<file path="src/rtl/spi_slave_regfile.sv">
// SPI slave register file: pclk-oversampled SPI decoding 8-bit address + 8-bit data frames, LSB first.
// Optional miso readback of read frames is enabled by defining SPI_SLV_READBACK_EN.
module spi_slave_regfile #(
  parameter int unsigned AW          = 4,
  parameter int unsigned SYNC_STAGES = 2
) (
  input  logic          pclk_i,
  input  logic          prst_i,
  input  logic          sclk_i,
  input  logic          cs_n_i,
  input  logic          mosi_i,
  output logic          miso_o,
  output logic          wr_done_o,
  output logic [AW-1:0] wr_addr_o,
  output logic [7:0]    wr_data_o,
  output logic          abort_o
);
  localparam int unsigned DEPTH = 2**AW;
  localparam int unsigned CW    = 3;

  typedef enum logic [1:0] {S_IDLE, S_ADDR, S_DATA} state_t;

  state_t                 r_state, w_state_nxt;
  logic [SYNC_STAGES-1:0] r_sclk_sync, r_cs_sync, r_mosi_sync;
  logic                   r_sclk_q;
  logic [CW-1:0]          r_cnt;
  logic [6:0]             r_shift;
  logic [AW-1:0]          r_addr;
  logic                   r_is_wr;
  logic                   r_wr_pend;
  logic [7:0]             r_mem [DEPTH];

  logic       w_sclk, w_cs_n, w_mosi, w_rise, w_last, w_leave;
  logic [7:0] w_byte;
  logic       w_shift_en, w_cnt_clr, w_addr_done, w_commit, w_abort;

  assign w_sclk  = r_sclk_sync[SYNC_STAGES-1];
  assign w_cs_n  = r_cs_sync[SYNC_STAGES-1];
  assign w_mosi  = r_mosi_sync[SYNC_STAGES-1];
  assign w_rise  = ~w_cs_n & w_sclk & ~r_sclk_q;
  assign w_last  = w_rise & (r_cnt == CW'(7));
  assign w_leave = (r_state != S_IDLE) & w_cs_n;
  assign w_byte  = {w_mosi, r_shift};

  // Input synchronisers; idle values on reset so no spurious edges appear
  always_ff @(posedge pclk_i) begin
    if (prst_i) begin
      r_sclk_sync <= '0;
      r_cs_sync   <= '1;
      r_mosi_sync <= '0;
      r_sclk_q    <= 1'b0;
    end else begin
      r_sclk_sync <= {r_sclk_sync[SYNC_STAGES-2:0], sclk_i};
      r_cs_sync   <= {r_cs_sync[SYNC_STAGES-2:0], cs_n_i};
      r_mosi_sync <= {r_mosi_sync[SYNC_STAGES-2:0], mosi_i};
      r_sclk_q    <= w_sclk;
    end
  end

  always_ff @(posedge pclk_i) begin
    if (prst_i) r_state <= S_IDLE;
    else        r_state <= w_state_nxt;
  end

  // CS release is checked first so it wins over a coincident 8th bit
  always_comb begin
    w_state_nxt = r_state;
    unique case (r_state)
      S_IDLE:  if (!w_cs_n) w_state_nxt = S_ADDR;
      S_ADDR:  if (w_cs_n) w_state_nxt = S_IDLE; else if (w_last) w_state_nxt = S_DATA;
      S_DATA:  if (w_cs_n) w_state_nxt = S_IDLE; else if (w_last) w_state_nxt = S_ADDR;
      default: w_state_nxt = S_IDLE;
    endcase
  end

  always_comb begin
    w_shift_en  = 1'b0;
    w_cnt_clr   = 1'b0;
    w_addr_done = 1'b0;
    w_commit    = 1'b0;
    w_abort     = 1'b0;
    if (r_state == S_IDLE || w_leave) w_cnt_clr = 1'b1;
    if (w_leave) begin
      w_abort = (r_cnt != CW'(0)) || (r_state == S_DATA);
    end else if (r_state != S_IDLE) begin
      w_shift_en  = w_rise;
      w_addr_done = (r_state == S_ADDR) & w_last;
      w_commit    = (r_state == S_DATA) & w_last & r_is_wr;
    end
  end

  always_ff @(posedge pclk_i) begin
    if (prst_i) begin
      r_cnt     <= '0;
      r_shift   <= '0;
      r_addr    <= '0;
      r_is_wr   <= 1'b0;
      r_wr_pend <= 1'b0;
      wr_done_o <= 1'b0;
      wr_addr_o <= '0;
      wr_data_o <= 8'h00;
      abort_o   <= 1'b0;
      for (int unsigned i = 0; i < DEPTH; i++) r_mem[AW'(i)] <= 8'h00;
    end else begin
      r_wr_pend <= w_commit;
      wr_done_o <= r_wr_pend;
      abort_o   <= w_abort;
      if (w_cnt_clr)       r_cnt <= '0;
      else if (w_shift_en) r_cnt <= r_cnt + CW'(1);
      if (w_shift_en) r_shift <= w_byte[7:1];
      if (w_addr_done) begin
        r_addr  <= w_byte[AW-1:0];
        r_is_wr <= w_byte[7];
      end
      if (w_commit) begin
        r_mem[r_addr] <= w_byte;
        wr_addr_o     <= r_addr;
        wr_data_o     <= w_byte;
      end
    end
  end

`ifdef SPI_SLV_READBACK_EN
  logic [6:0] r_sout;
  logic       r_miso;
  logic       w_fall;
  logic [7:0] w_mem_rd;

  assign w_fall   = ~w_cs_n & ~w_sclk & r_sclk_q;
  assign w_mem_rd = r_mem[w_byte[AW-1:0]];

  // Bit 0 goes out at address decode; the trailing fall of the address byte (count 0) is skipped
  always_ff @(posedge pclk_i) begin
    if (prst_i) begin
      r_sout <= '0;
      r_miso <= 1'b1;
    end else if (w_addr_done && !w_byte[7]) begin
      r_sout <= w_mem_rd[7:1];
      r_miso <= w_mem_rd[0];
    end else if (w_state_nxt == S_DATA && !r_is_wr) begin
      if (w_fall && r_cnt != CW'(0)) begin
        r_sout <= {1'b0, r_sout[6:1]};
        r_miso <= r_sout[0];
      end
    end else begin
      r_miso <= 1'b1;
    end
  end

  assign miso_o = r_miso;
`else
  assign miso_o = 1'b1;
`endif

endmodule

</file>
<file path="config.mk">
export PLATFORM = sky130hd
export DESIGN_NAME = spi_slave_regfile
export DESIGN_NICKNAME = d
export VERILOG_FILES = /design/src/rtl/spi_slave_regfile.sv
export SDC_FILE = /design/constraint.sdc
export NUM_CORES = 1
export LEC_CHECK = 0
export CAP_MARGIN = 20
export CORE_AREA = 2 2 62 64
export DETAILED_ROUTE_END_ITERATION = 6
export DIE_AREA = 0 0 64 66
export GPL_TIMING_DRIVEN = 0
export MAX_ROUTING_LAYER = met4
export PLACE_DENSITY = 0.74
export SLEW_MARGIN = 30
export SYNTH_ARGS = -nofsm -noshare
export SYNTH_HDL_FRONTEND = slang
export SYNTH_SLANG_ARGS = --single-unit
</file>
<file path="constraint.sdc">
create_clock -name pclk_i -period 2 [get_ports pclk_i]
set_clock_uncertainty 0.15 [all_clocks]
set_input_delay 0.5 -clock pclk_i [delete_from_list [all_inputs] [get_ports pclk_i]]
set_output_delay 0.5 -clock pclk_i [all_outputs]
set_load 0.02 [all_outputs]
</file>
==> metrics.cfg <==
[job]
drv_cap=0

[synth]
synthXorXnorAreaFrac_pct=0.575
synth_area_mm2=0.00152
synthAdderAreaFrac_pct=2.47
async_flop_share_pct=0
yosys_warnings=0
synth_simple_gate_area_share_pct=24.6
postSynthCellCount=137
synth-edff-count=0
syn_avg_cell_area_um2=11.1
synthFlopType=dfxtp_1
ys_types=28
synth_compound_area_share_pct=0.822
ys_seq_area_share_pct=51.3
synth_top_family_by_area=simple AND/OR/NAND/NOR gates
synthMuxAreaShare_pct=17.1
ys_ff_latch=39
syn_nets=145

[sta]
clock.fmax_mhz=513
period_share_pct=97.4
rsz0062_at_grt=no
fin_setup_tns_ns=0
setup_viol=0
hold_viol_final=0
hold_ws_ns=0.284
fin_crit_ns=1.95
slew_viol_final=0

[cts]
cts_root_buffer=clkbuf_4
clkTransAtPathRegs_ns=0.11
h-tree-depth=2
insertion_delay_ns=0.34
cts_tree=done
cts_sinks=39
cts_made_buffers=5
postCtsSetupBuffers=0
cts.path.max_buffers=2

[layout]
syn_to_final_growth_pct=19.4
fillers=321
final_net_count=169
drive_gt1_share_pct=9.26
layout.cells.non_filler=210
final_common_cell=dfxtp_1
n_antenna_cell=0
final_cell_mix=dfxtp_1, nand2b_1, mux2i_1

[global_routing]
grt-ovfl-total=0
grt_pass1_vias=971
grt_pass1_wl_um=4350
gr-usage-all-layers_pct=14.0
grt_max_degree=12
antenna_found_initial=0

[placed_design]
dp_hpwl_um=1810
gp_congestion=0.765
port_buffers=17
dp.cells=202

[floorplanning]
fp-row-count=22
fp.coreArea_mm2=0.00355
die_y_um=66
pin_count=20
initial_core_util_pct=42.9
die_x_um=64
die_area_mm2=0.00422

[min_path]
hold_path.class=reg -> reg

[critical_path]
crit_chain=clkdlybuf4s50_1
end_kind=output port
critical-path-top-delay-family=buffers and inverters
required_ns=1.35
cp_max_fo=2
cp_slowest_cell=clkdlybuf4s50_1
worst_ep_arrival_time_ns=1.30
cp_num_buf_inv=1
worst_setup_path_start_kind=flip-flop
cpPeakStageDelay_ns=0.61
critPathKind=reg -> out

[power_and_ir_drop]
pwr_density_cell_mw_per_mm2=664
internal-power_uw=944
p_sw_share_pct=21.8
p_sw_uw=263
pwr-share-comb_pct=3.4
pwr-share-seq_pct=65.3
p_leak_nw=0.886
ir_drop_mv=0.414
total_power_mw=1.21
clkPwrFrac_pct=31.4

[detailed_routing]
drc_errors=0
drt-total-wl_um=2530
vias=995
drtAntennaViolNets=0
viasPerCell=4.74
wl_per_cell_um=12.0
dr.pass1.iters=3
first_iter_violations=16

[run_status]
status=completed

cell families (layout without fill, tap and decap cells):
| kind of cell | Yosys count | in the layout |
|---|---|---|
| adders and majority gates | 3 | 3 |
| other | 1 | 1 |
| AOI/OAI and AO/OA | 2 | 2 |
| xor gates and xnor gates | 1 | 1 |
| buffers and inverters | 9 | 34 |
| DFF | 39 | 39 |
| muxes | 26 | 26 |
| and+or+nand+nor | 56 | 56 |
repair_timing:
| item | CTS | global route |
|---|---|---|
| resized for setup | 0 | 6 |
| setup endpoints to repair | 0 | 6 |
| hold buffers | 0 | 0 |
cell type report:
type                       count  area, µm²  area share [%]
clock inverter                 1       5.00           0.275
multi-input combinational     89        697            38.3
timing repair buffer          17        185            10.2
inverter                       2       7.51           0.413
buffer                         7       37.5            2.06
tap                           48       60.1            3.30
sequential                    39        781            42.9
clock buffer                   7       45.0            2.48
power groups by stage:
stage | Combinational [mW] | Clock (mW) | Sequential (mW)
2_1_floorplan | 0.0283 | 0 | 0.804
3_3_place_gp | 0.0405 | 0 | 0.805
3_5_place_dp | 0.0412 | 0 | 0.805
4_1_cts | 0.0413 | 0.396 | 0.788
5_1_grt | 0.0446 | 0.434 | 0.789
6_report | 0.0406 | 0.378 | 0.788
flip-flops by register name (all words and copies together), names as in the netlist, 2 cells and up:
register and cells:
wr_data_o 8, r_shift 7, r_addr 4, wr_addr_o 4
r_cnt 3, r_cs_sync 2, r_mosi_sync 2, r_sclk_sync 2
r_state 2
Yosys cell counts (all sizes together) (2+ instances only):
library cell	instances	area [µm²]
buf	2	18.8
clkbuf	5	18.8
dfxtp	39	781
ha	3	37.5
inv	2	7.51
mux2i	26	260
nand2	3	13.8
nand2b	26	163
nand3	4	20.0
nand3b	2	15.0
nor2	2	7.51
nor2b	7	43.8
or2	3	18.8
or3	2	17.5
stage by stage:
stage / utilization (%) / area, µm² / worst slack [ns]
6_report: 51.2 / 1820 / 0.0516
5_1_grt: 51.2 / 1820 / 0.000324
4_1_cts: 50.8 / 1800 / 0.0140
3_5_place_dp: 49.4 / 1750 / 0.178
3_3_place_gp: 49.4 / 1750 / 0.232
2_1_floorplan: - / 1520 / 0.312
final timing paths:
kind / start / endpoint / slack (ns) / cells past startpoint
worst max-delay path: wr_data_o[1]$_SDFFE_PP0P_ / wr_data_o[1] / 0.05 / 1
worst max register to register: r_cnt[1]$_SDFFE_PP0P_ / wr_addr_o[1]$_SDFFE_PP0P_ / 0.17 / 6
worst min register to register: r_cs_sync[0]$_SDFF_PP1_ / r_cs_sync[1]$_SDFF_PP1_ / 0.28 / 1
worst min-delay path: r_cs_sync[0]$_SDFF_PP1_ / r_cs_sync[1]$_SDFF_PP1_ / 0.28 / 1
per-layer routing:
layer	share of wire [%]	GRT usage (%)	vias to the layer above
met3	4.8	4.60	6
met4	2.0	5.71	0
met2	48	22.5	19
met5	0	-	-
li1	-	-	501
met1	45	16.0	469
(Power assumes the default switching activity.)
